===== src/rtl/lane_speed_ctrl_if.sv =====
// -----------------------------------------------------------------------------
// lane_speed_ctrl_if
// Groups the game-event inputs and the status outputs of lane_speed_ctrl.
//   start      : begin / restart the game
//   pause      : level-sensitive pause request
//   frog_hit   : one-frame pulse, frog collided with a car
//   frog_home  : one-frame pulse, frog reached the goal row
//   lane_step  : per-lane one-frame move enables (bit i -> lane i)
//   level      : current difficulty level
//   lives      : remaining lives
//   state      : controller state (IDLE=0 RUN=1 PAUSED=2 HIT_FREEZE=3
//                LEVEL_UP=4 GAME_OVER=5)
// master drives the events (game logic / bench), slave is the controller.
// -----------------------------------------------------------------------------
interface lane_speed_ctrl_if;
    logic       start;
    logic       pause;
    logic       frog_hit;
    logic       frog_home;
    logic [3:0] lane_step;
    logic [2:0] level;
    logic [1:0] lives;
    logic [2:0] state;

    modport master (
        output start, pause, frog_hit, frog_home,
        input  lane_step, level, lives, state
    );

    modport slave (
        input  start, pause, frog_hit, frog_home,
        output lane_step, level, lives, state
    );
endinterface


===== src/rtl/lane_speed_ctrl.sv =====
// -----------------------------------------------------------------------------
// lane_speed_ctrl
// Game-flow controller for a four-lane traffic game. Generates per-lane pixel
// step enables whose rate rises with the difficulty level, and tracks lives,
// level and freeze periods after a hit or a level-up.
// Ports:
//   frame_clk : frame clock, all state changes on its rising edge
//   Reset     : asynchronous, active-high reset
//   bus       : lane_speed_ctrl_if.slave (start, pause, frog_hit, frog_home in;
//               lane_step, level, lives, state out)
// -----------------------------------------------------------------------------
module lane_speed_ctrl #(
    parameter logic [3:0] LANE0_BASE   = 4'd4,
    parameter logic [3:0] LANE1_BASE   = 4'd3,
    parameter logic [3:0] LANE2_BASE   = 4'd2,
    parameter logic [3:0] LANE3_BASE   = 4'd5,
    parameter logic [2:0] MAX_LEVEL    = 3'd7,
    parameter int         HIT_FRAMES   = 60,
    parameter int         LEVEL_FRAMES = 30
) (
    input  logic              frame_clk,
    input  logic              Reset,
    lane_speed_ctrl_if.slave  bus
);

    typedef enum logic [2:0] {
        S_IDLE       = 3'd0,
        S_RUN        = 3'd1,
        S_PAUSED     = 3'd2,
        S_HIT_FREEZE = 3'd3,
        S_LEVEL_UP   = 3'd4,
        S_GAME_OVER  = 3'd5
    } state_t;

    localparam int TMR_MAX = (HIT_FRAMES > LEVEL_FRAMES) ? HIT_FRAMES : LEVEL_FRAMES;
    localparam int TMR_W   = (TMR_MAX > 1) ? $clog2(TMR_MAX) : 1;

    localparam logic [TMR_W-1:0] HIT_LOAD   = TMR_W'(HIT_FRAMES - 1);
    localparam logic [TMR_W-1:0] LEVEL_LOAD = TMR_W'(LEVEL_FRAMES - 1);
    localparam logic [TMR_W-1:0] TMR_ONE    = TMR_W'(1);

    localparam logic [3:0][3:0] LANE_BASE = {LANE3_BASE, LANE2_BASE, LANE1_BASE, LANE0_BASE};

    // Lane period shrinks with level but never below one frame; the compare
    // keeps the subtraction from underflowing in 4 bits.
    function automatic logic [3:0] lane_period(input logic [3:0] base, input logic [2:0] lvl);
        logic [3:0] lvl4;
        lvl4 = {1'b0, lvl};
        if (base > lvl4) begin
            return base - lvl4;
        end
        return 4'd1;
    endfunction

    function automatic logic [2:0] level_inc(input logic [2:0] lvl);
        if (lvl >= MAX_LEVEL) begin
            return MAX_LEVEL;
        end
        return lvl + 3'd1;
    endfunction

    state_t           state_q, state_d;
    logic [2:0]       level_q, level_d;
    logic [1:0]       lives_q, lives_d;
    logic [TMR_W-1:0] timer_q, timer_d;
    logic [3:0][3:0]  cnt_q, cnt_d;
    logic [3:0]       lane_step_q, lane_step_d;
    logic [3:0][3:0]  period;
    logic [3:0]       fire;

    always_comb begin
        period = '0;
        for (int i = 0; i < 4; i++) begin
            period[i] = lane_period(LANE_BASE[i], level_q);
        end
    end

    always_ff @(posedge frame_clk or posedge Reset) begin
        if (Reset) begin
            state_q     <= S_IDLE;
            level_q     <= 3'd0;
            lives_q     <= 2'd3;
            timer_q     <= '0;
            cnt_q       <= '0;
            lane_step_q <= 4'b0000;
        end else begin
            state_q     <= state_d;
            level_q     <= level_d;
            lives_q     <= lives_d;
            timer_q     <= timer_d;
            cnt_q       <= cnt_d;
            lane_step_q <= lane_step_d;
        end
    end

    always_comb begin
        state_d     = state_q;
        level_d     = level_q;
        lives_d     = lives_q;
        timer_d     = timer_q;
        cnt_d       = cnt_q;
        lane_step_d = 4'b0000;
        fire        = 4'b0000;

        case (state_q)
            S_IDLE, S_GAME_OVER: begin
                if (bus.start) begin
                    state_d = S_RUN;
                    lives_d = 2'd3;
                    level_d = 3'd0;
                    timer_d = '0;
                    cnt_d   = '0;
                end
            end

            S_RUN: begin
                // '>=' rather than '==' so a counter left above a freshly
                // shortened period fires next frame instead of wrapping.
                for (int i = 0; i < 4; i++) begin
                    if (cnt_q[i] >= (period[i] - 4'd1)) begin
                        cnt_d[i] = 4'd0;
                        fire[i]  = 1'b1;
                    end else begin
                        cnt_d[i] = cnt_q[i] + 4'd1;
                    end
                end

                if (bus.frog_hit) begin
                    if (lives_q > 2'd1) begin
                        lives_d = lives_q - 2'd1;
                        timer_d = HIT_LOAD;
                        state_d = S_HIT_FREEZE;
                    end else begin
                        lives_d = 2'd0;
                        state_d = S_GAME_OVER;
                    end
                end else if (bus.frog_home) begin
                    level_d = level_inc(level_q);
                    timer_d = LEVEL_LOAD;
                    state_d = S_LEVEL_UP;
                end else if (bus.pause) begin
                    state_d = S_PAUSED;
                end

                // A step registered on the frame that leaves RUN would show up
                // while the lanes are supposed to be frozen, so drop it.
                if (state_d == S_RUN) begin
                    lane_step_d = fire;
                end
            end

            S_PAUSED: begin
                if (!bus.pause) begin
                    state_d = S_RUN;
                end
            end

            S_HIT_FREEZE, S_LEVEL_UP: begin
                // Timer loaded with N-1 and RUN resumes on the frame it reads
                // zero, giving exactly N frozen frames.
                if (timer_q == '0) begin
                    state_d = S_RUN;
                end else begin
                    timer_d = timer_q - TMR_ONE;
                end
            end

            default: begin
                state_d = S_IDLE;
            end
        endcase
    end

    assign bus.lane_step = lane_step_q;
    assign bus.level     = level_q;
    assign bus.lives     = lives_q;
    assign bus.state     = state_q;

endmodule


===== src/flat_wrapper.sv =====
// flat-port wrapper written by rule: the top's interface ports become plain ports
module lane_speed_ctrl_flat 
#(
    parameter logic [3:0] LANE0_BASE   = 4'd4,
    parameter logic [3:0] LANE1_BASE   = 4'd3,
    parameter logic [3:0] LANE2_BASE   = 4'd2,
    parameter logic [3:0] LANE3_BASE   = 4'd5,
    parameter logic [2:0] MAX_LEVEL    = 3'd7,
    parameter int         HIT_FRAMES   = 60,
    parameter int         LEVEL_FRAMES = 30
)
  (frame_clk, Reset, bus_start, bus_pause, bus_frog_hit, bus_frog_home, bus_lane_step, bus_level, bus_lives, bus_state);
  lane_speed_ctrl_if bus_i ();
  input  logic frame_clk;
  input  logic Reset;
  input wire logic [$bits(bus_i.start)-1:0] bus_start;
  input wire logic [$bits(bus_i.pause)-1:0] bus_pause;
  input wire logic [$bits(bus_i.frog_hit)-1:0] bus_frog_hit;
  input wire logic [$bits(bus_i.frog_home)-1:0] bus_frog_home;
  output wire logic [$bits(bus_i.lane_step)-1:0] bus_lane_step;
  output wire logic [$bits(bus_i.level)-1:0] bus_level;
  output wire logic [$bits(bus_i.lives)-1:0] bus_lives;
  output wire logic [$bits(bus_i.state)-1:0] bus_state;
  assign bus_i.start = bus_start;
  assign bus_i.pause = bus_pause;
  assign bus_i.frog_hit = bus_frog_hit;
  assign bus_i.frog_home = bus_frog_home;
  assign bus_lane_step = bus_i.lane_step;
  assign bus_level = bus_i.level;
  assign bus_lives = bus_i.lives;
  assign bus_state = bus_i.state;
  lane_speed_ctrl #(.LANE0_BASE(LANE0_BASE), .LANE1_BASE(LANE1_BASE), .LANE2_BASE(LANE2_BASE), .LANE3_BASE(LANE3_BASE), .MAX_LEVEL(MAX_LEVEL), .HIT_FRAMES(HIT_FRAMES), .LEVEL_FRAMES(LEVEL_FRAMES)) u_core (.frame_clk(frame_clk), .Reset(Reset), .bus(bus_i));
endmodule

===== config.mk =====
export PLATFORM = sky130hd
export DESIGN_NAME = lane_speed_ctrl_flat
export DESIGN_NICKNAME = d
export VERILOG_FILES = /design/src/rtl/lane_speed_ctrl_if.sv /design/src/rtl/lane_speed_ctrl.sv /design/src/flat_wrapper.sv
export SDC_FILE = /design/constraint.sdc
export NUM_CORES = 1
export LEC_CHECK = 0
export BUFFER_PORTS_ARGS = -buffer_cell sky130_fd_sc_hd__buf_2
export CORE_ASPECT_RATIO = 1.1
export CORE_UTILIZATION = 40
export CTS_CLUSTER_DIAMETER = 80
export DETAILED_ROUTE_END_ITERATION = 16
export GPL_ROUTABILITY_DRIVEN = 0
export PLACE_DENSITY_LB_ADDON = 0.25
export SKIP_CTS_REPAIR_TIMING = 1
export SLEW_MARGIN = 20
export SYNTH_ARGS = -nofsm -noshare
export SYNTH_HDL_FRONTEND = slang
export SYNTH_SLANG_ARGS = --single-unit

===== constraint.sdc =====
create_clock -name frame_clk -period 2.75 [get_ports frame_clk]
set_input_delay 0.825 -clock frame_clk [delete_from_list [all_inputs] [get_ports frame_clk]]
set_output_delay 0.825 -clock frame_clk [all_outputs]
set_load 0.1 [all_outputs]

==> Yosys cells after proc, flatten, opt, wreduce, memory -nomap -nowiden <==
Index checks and enable logic that the tools add are counted.
{ "classes": {"addsub": 15, "magnitude_cmp": 10, "n_eq_ne": 15, "muxes": 53, "reduce_logical": 11} }
{ "op_table": {"columns": ["cell", "n"], "rows": [
  ["2-to-1 mux 4 bit", 14],
  ["2-to-1 mux 3 bit", 13],
  ["one-hot mux 16 bit (2 select lines)", 1],
  ["2-to-1 mux 6 bit", 5],
  ["one-hot mux 6 bit (3 select lines)", 1],
  ["adder 4 x 1 -> 4 bit (second input constant)", 4],
  ["greater-or-equal comparator 4 bit", 4],
  ["2-to-1 mux 16 bit", 1],
  ["subtractor 4 x 1 -> 4 bit (second input constant)", 4],
  ["2-to-1 mux 1 bit", 12],
  ["inequality test 2 bit (second input constant)", 6],
  ["one-hot mux 3 bit (4 select lines)", 1],
  ["subtractor 2 x 3 -> 4 bit (first input constant)", 2],
  ["subtractor 3 x 3 -> 4 bit (first input constant)", 2],
  ["equality test 3 x 1 -> 1 bit (second input constant)", 2],
  ["equality test 3 x 2 -> 1 bit (second input constant)", 2],
  ["equality test 3 bit (second input constant)", 2],
  ["greater-than comparator 2 x 3 -> 1 bit (first input constant)", 2],
  ["greater-than comparator 3 bit (first input constant)", 2],
  ["logical NOT 6 bit", 1],
  ["2-to-1 mux 2 bit", 3],
  ["one-hot mux 3 bit (2 select lines)", 1],
  ["AND reduction 3 bit", 2],
  ["subtractor 6 x 1 -> 6 bit (second input constant)", 1],
  ["15 further kinds", 16]
]} }
{ "totals": {"register_bits": 34, "inputBits": 6, "out_inout_bits": 12, "elab_cells": 113} }

==> Depth between registers and ports, before layout <==
{ "logic_depth": {"ltp_word": 9, "ltp_mapped": 11, "depth_no_buf": 11} }

==> Worst setup path after synthesis <==
Ideal clock, no wire load.
{ "synth_path": {"path_type": "reg2reg", "from": "reg u_core.level_q[0] (netlist: u_core.bus.level[0])", "to": "reg u_core.cnt_q[8] in the netlist's numbering", "setup_time_ps": 64, "arrival_time_ps": 2881, "required_ps": 2686, "setup_slack_ps": -195, "stages_incl_launch_ff": 10, "synth_period_minus_slack_ps": 2945, "cell_sequence": "dfrtp_1 -> clkbuf_1 -> inv_1 -> ha_1 -> xor2_1 -> nand2_1 -> ha_1 -> a2111oi_0 -> and2_1 -> mux2_2"} }
{ "synth_between": {"elab_chain_cells": 7, "elab_cells_between_ends": 9, "cone_classes": "add/sub (2); order compare (2); mux (5)"} }
{ "synth_rtl": {"columns": ["element", "line_no", "text"], "rows": [
  ["start: declaration", "lane_speed_ctrl.sv:63", "logic [2:0] level_q, level_d;"],
  ["start signal: assignment", "lane_speed_ctrl.sv:88", "level_q <= level_d;"],
  ["subtractor 2 x 3 -> 4 bit / greater-than comparator 2 x 3 -> 1 bit (equally long branches)", "lane_speed_ctrl.sv:50, lane_speed_ctrl.sv:49", null],
  ["2-to-1 mux 4 bit / 2-to-1 mux 1 bit (equally long branches)", "lane_speed_ctrl.sv:49", "if (base > lvl4) begin"],
  ["2-to-1 mux 4 bit *", "lane_speed_ctrl.sv:52", "return 4'd1;"],
  ["subtractor 4 x 1 -> 4 bit *", "lane_speed_ctrl.sv:120", "if (cnt_q[i] >= (period[i] - 4'd1)) begin"],
  ["greater-or-equal comparator 4 bit *", "lane_speed_ctrl.sv:120", null],
  ["2-to-1 mux 4 bit *", "lane_speed_ctrl.sv:120", null],
  ["one-hot mux 16 bit (2 select lines) *", "lane_speed_ctrl.sv:105", "case (state_q)"],
  ["end signal: assignment", "lane_speed_ctrl.sv:91", "cnt_q <= cnt_d;"],
  ["end: declaration", "lane_speed_ctrl.sv:66", "logic [3:0][3:0] cnt_q, cnt_d;"]
]} }
Mark *: on every way between the ends. The rest lies on a longest branch, timed or not. The select of a mux whose other input is x is not followed.
A chain may end at the register's enable or synchronous reset.

==> Final worst setup path <==
{ "layout_path": {"from": "reg u_core.level_q[0] (netlist: u_core.bus.level[0])", "to": "reg u_core.cnt_q[6] in the netlist's numbering"} }
The elaborated chain is that of the path after synthesis.

==> flow_results.xml <==
<?xml version="1.0" encoding="UTF-8"?>
<metrics>
  <group name="outcome">
    <metric name="run_status" unit="">finished clean</metric>
  </group>
  <group name="floorplanning">
    <metric name="die-height" unit="um">81.6</metric>
    <metric name="io_pins" unit="">18</metric>
    <metric name="core-area" unit="sq um">5470</metric>
    <metric name="die_x" unit="um">74.3</metric>
    <metric name="die_area" unit="sq um">6060</metric>
    <metric name="floorplan.initialDensity" unit="">0.421</metric>
    <metric name="floorplan.rows" unit="">28</metric>
  </group>
  <group name="power">
    <metric name="sw_ratio" unit="">0.490</metric>
    <metric name="ir_drop_worst_vdd" unit="mV">0.949</metric>
    <metric name="power.combinational.fraction" unit="">0.605</metric>
    <metric name="intPower" unit="mW">1.61</metric>
    <metric name="share_clk_of_total_power" unit="">0.121</metric>
    <metric name="net_load_switching_power" unit="mW">1.55</metric>
    <metric name="power.density" unit="nW/um^2">1240</metric>
    <metric name="seqPwrFrac" unit="">0.273</metric>
    <metric name="power.static_leakage" unit="nW">1.25</metric>
  </group>
  <group name="routing">
    <metric name="wl_per_cell" unit="um">13.0</metric>
    <metric name="drt-initial-drc-count" unit="">54</metric>
    <metric name="final_routed_drc_violation_total" unit="">0</metric>
    <metric name="detail_route.first_pass.iterations" unit="">4</metric>
    <metric name="ant_nets" unit="">0</metric>
    <metric name="route.detailed.vias_per_inst" unit="">5.13</metric>
    <metric name="wl" unit="um">4370</metric>
    <metric name="dr_total_vias" unit="">1729</metric>
  </group>
  <group name="place">
    <metric name="portBuffers" unit="">17</metric>
    <metric name="post_dp_cell_area" unit="sq um">2460</metric>
    <metric name="hpwl" unit="um">3240</metric>
  </group>
  <group name="clock_tree">
    <metric name="tritoncts.num_buffers" unit="">5</metric>
    <metric name="clock_tree.htree_level_count" unit="">2</metric>
    <metric name="clock_insertion_delay_worst_skew" unit="ns">0.28</metric>
    <metric name="path_clk_slew" unit="ns">0.07</metric>
    <metric name="clk_root_buffer_cell" unit="">sky130_fd_sc_hd__clkbuf_8</metric>
    <metric name="cts_buffer_depth" unit="">2</metric>
    <metric name="clock_tree_from_tritoncts" unit="">yes</metric>
    <metric name="clock-sinks" unit="">34</metric>
  </group>
  <group name="timing">
    <metric name="timing.slew.headroom" unit="">0.663</metric>
    <metric name="worst_pin_slew" unit="ns">0.505</metric>
    <metric name="finalHoldWorstSlack" unit="ns">0.488</metric>
    <metric name="slew_viol_final" unit="">0</metric>
    <metric name="report.final.setup_viol" unit="">0</metric>
    <metric name="worst_clock_skew" unit="ns">0.00453</metric>
    <metric name="hold_viol_final" unit="">0</metric>
    <metric name="fmax" unit="MHz">418</metric>
    <metric name="rsz0062_at_grt" unit="">false</metric>
    <metric name="min_period" unit="ns">2.39</metric>
    <metric name="totalNegativeSetupSlack" unit="ns">0</metric>
    <metric name="period_share" unit="">0.870</metric>
  </group>
  <group name="synthesis">
    <metric name="mappedNetlistNets" unit="">271</metric>
    <metric name="dominant_synthesized_flop_cell" unit="">sky130_fd_sc_hd__dfrtp_1</metric>
    <metric name="synth_area_per_cell" unit="sq um">9.59</metric>
    <metric name="synth_warnings" unit="">0</metric>
    <metric name="synthXorXnorAreaFrac" unit="">0.0304</metric>
    <metric name="synth-simple-area-share" unit="">0.196</metric>
    <metric name="synth_async_reset_ratio" unit="">1.00</metric>
    <metric name="synth_top_family_by_area" unit="">simple AND/OR/NAND/NOR gates</metric>
    <metric name="synthMuxAreaShare" unit="">0.0310</metric>
    <metric name="gate_count_after_technology_mapping" unit="">240</metric>
    <metric name="compound_gate_portion_of_the_synthesized_area" unit="">0.184</metric>
    <metric name="synth_fa_ha_area_frac" unit="">0.136</metric>
    <metric name="synth_area" unit="sq um">2300</metric>
    <metric name="yosysUniqueCellTypes" unit="">54</metric>
    <metric name="synth_sequential_area_ratio" unit="">0.371</metric>
    <metric name="synth.ff_latch_count" unit="">34</metric>
    <metric name="edff_count_synth" unit="">0</metric>
  </group>
  <group name="finish">
    <metric name="diodes" unit="">0</metric>
    <metric name="flow.area_growth_from_synthesis" unit="%">10.8</metric>
    <metric name="finalNetCount" unit="">292</metric>
    <metric name="fraction_of_final_layout_cells_with_drive_strength_greater_than_1" unit="">0.202</metric>
    <metric name="finalInstanceArea" unit="sq um">2550</metric>
  </group>
  <group name="grt">
    <metric name="grt_start_max_net_pins" unit="">35</metric>
    <metric name="grt_antenna_before_repair" unit="">0</metric>
    <metric name="grt_pass1_vias" unit="">1704</metric>
    <metric name="gr-usage-all-layers" unit="">0.167</metric>
    <metric name="grt_first_pass_wirelength" unit="um">7690</metric>
    <metric name="gr-total-overflow" unit="">0</metric>
  </group>
  <group name="critical_path">
    <metric name="crit_arrival" unit="ns">2.62</metric>
    <metric name="timing.setup.critical_path_class" unit="">register to register</metric>
    <metric name="required" unit="ns">2.98</metric>
    <metric name="startpoint_type" unit="">register</metric>
    <metric name="crit_path_capture_type" unit="">register</metric>
    <metric name="timing.critical_path.fanout_max" unit="">9</metric>
  </group>
  <group name="flow_run">
    <metric name="cap_violations" unit="">0</metric>
  </group>
  <group name="hold_path">
    <metric name="min_path_type" unit="">register to register</metric>
  </group>
</metrics>
logic make-up (layout without fill, tap and decap cells):
kind of cell	Yosys count	in the layout
and+or+nand+nor	81	81
AOI/OAI and AO/OA	63	63
DFF	34	34
adders and majority gates	25	25
buffers and inverters	22	44
xor gates and xnor gates	8	8
muxes	6	6
other	1	1
path summary, 6_finish.rpt:
check / slack, ns / cells past startpoint / to / start
worst min-delay path: 0.49 / 1 / u_core.cnt_q[11] / u_core.cnt_q[11]
min in group asynchronous: 0.63 / 3 / u_core.bus.lane_step[2] / Reset
worst min register to register: 0.49 / 1 / u_core.cnt_q[11] / u_core.cnt_q[11]
max in group asynchronous: 1.79 / 3 / u_core.bus.lives[1] / Reset
worst max-delay path: 0.36 / 10 / u_core.cnt_q[6] / u_core.bus.level[0]
worst max register to register: 0.36 / 10 / u_core.cnt_q[6] / u_core.bus.level[0]
synthesized netlist by cell type, types with 2 or more instances:
| library cell | n | area share |
|---|---|---|
| sky130_fd_sc_hd__nand2_1 | 17 | 0.028 |
| sky130_fd_sc_hd__o21ai_0 | 21 | 0.046 |
| sky130_fd_sc_hd__nor3b_4 | 2 | 0.016 |
| sky130_fd_sc_hd__dfstp_2 | 2 | 0.023 |
| sky130_fd_sc_hd__a32o_1 | 3 | 0.013 |
| sky130_fd_sc_hd__xor2_1 | 6 | 0.023 |
| sky130_fd_sc_hd__a211oi_1 | 3 | 0.0098 |
| sky130_fd_sc_hd__xnor2_1 | 2 | 0.0076 |
| sky130_fd_sc_hd__dfrtp_1 | 32 | 0.35 |
| sky130_fd_sc_hd__o21bai_1 | 3 | 0.0098 |
| sky130_fd_sc_hd__nand2b_1 | 6 | 0.016 |
| sky130_fd_sc_hd__a21oi_1 | 7 | 0.015 |
| sky130_fd_sc_hd__buf_2 | 3 | 0.0065 |
| sky130_fd_sc_hd__ha_1 | 25 | 0.14 |
| sky130_fd_sc_hd__nor3_1 | 4 | 0.0087 |
| sky130_fd_sc_hd__and2b_2 | 2 | 0.0076 |
| sky130_fd_sc_hd__a21bo_2 | 2 | 0.0087 |
| sky130_fd_sc_hd__mux2_4 | 2 | 0.013 |
| sky130_fd_sc_hd__nand3_1 | 4 | 0.0087 |
| sky130_fd_sc_hd__nor2b_1 | 2 | 0.0054 |
| sky130_fd_sc_hd__nor3b_1 | 3 | 0.0098 |
| sky130_fd_sc_hd__and2_1 | 3 | 0.0082 |
| sky130_fd_sc_hd__a22o_1 | 2 | 0.0076 |
| sky130_fd_sc_hd__mux2i_1 | 3 | 0.013 |
| sky130_fd_sc_hd__nor2_1 | 27 | 0.044 |
| sky130_fd_sc_hd__inv_1 | 14 | 0.023 |
| sky130_fd_sc_hd__o21ai_1 | 7 | 0.015 |
| sky130_fd_sc_hd__buf_6 | 4 | 0.020 |
| sky130_fd_sc_hd__a21o_1 | 4 | 0.013 |
final cells by class:
class                   count  area (sq um)
fillers                   572          2920
multi-input cells         184          1330
flip-flops and latches     34           857
repair buffers             22           123
well taps                  75          93.8
clock buffers               7          86.3
inverters                  14          52.6
clock inverters             1          5.00
stage by stage:
step                power, mW  utilization  setup WS [ns]  instances
finish                   3.16        0.467          0.357        337
global route             3.48        0.467         0.0835        337
CTS                      3.20        0.467          0.348        337
detailed placement       2.80        0.450          0.359        329
global placement         2.77        0.450          0.421        329
floorplan                2.47            -         0.0747        240
layer usage:
metal,up-vias,wire [um],track usage
met5,-,0,0
met4,0,63,0.0660
met3,6,146,0.0417
met2,28,2090,0.289
met1,810,2070,0.198
li1,885,-,-
state kept, by name, indices dropped and copies added, names as in the netlist:
name / flops
u_core.bus.lane_step: 4
u_core.bus.level: 3
u_core.bus.lives: 2
u_core.bus.state: 3
u_core.cnt_q: 16
u_core.timer_q: 6
worst max-delay path, stage by stage, from the launching register on:
cell and delay [ns]:
sky130_fd_sc_hd__dfrtp_2 0.44, sky130_fd_sc_hd__ha_1 0.19, sky130_fd_sc_hd__inv_1 0.04, sky130_fd_sc_hd__ha_1 0.18, sky130_fd_sc_hd__and2_1 0.17, sky130_fd_sc_hd__ha_1 0.28
sky130_fd_sc_hd__ha_1 0.27, sky130_fd_sc_hd__a211oi_1 0.28, sky130_fd_sc_hd__o21ai_1 0.17, sky130_fd_sc_hd__nor3b_1 0.22, sky130_fd_sc_hd__a21o_1 0.10
cells in the final DEF (no fill, tap or decap), types with 5 or more instances in the layout:
cell type,count
sky130_fd_sc_hd__xor2_1,6
sky130_fd_sc_hd__inv_1,14
sky130_fd_sc_hd__dfrtp_1,29
sky130_fd_sc_hd__o21ai_1,7
sky130_fd_sc_hd__nor2_1,27
sky130_fd_sc_hd__buf_2,17
sky130_fd_sc_hd__nand2_1,17
sky130_fd_sc_hd__nand2b_1,6
sky130_fd_sc_hd__ha_1,25
sky130_fd_sc_hd__o21ai_0,21
sky130_fd_sc_hd__buf_4,5
sky130_fd_sc_hd__clkbuf_8,6
sky130_fd_sc_hd__a21oi_1,7
power by group through the flow:
stage	combinational, mW	clock (mW)	sequential (mW)
after CTS	1.94	0.403	0.864
after detailed placement	1.93	0	0.871
final	1.92	0.384	0.864
after global placement	1.90	0	0.872
after floorplan	1.31	0	1.16
after global routing	2.15	0.429	0.896
Note: power is estimated with default switching activity, not from simulation.
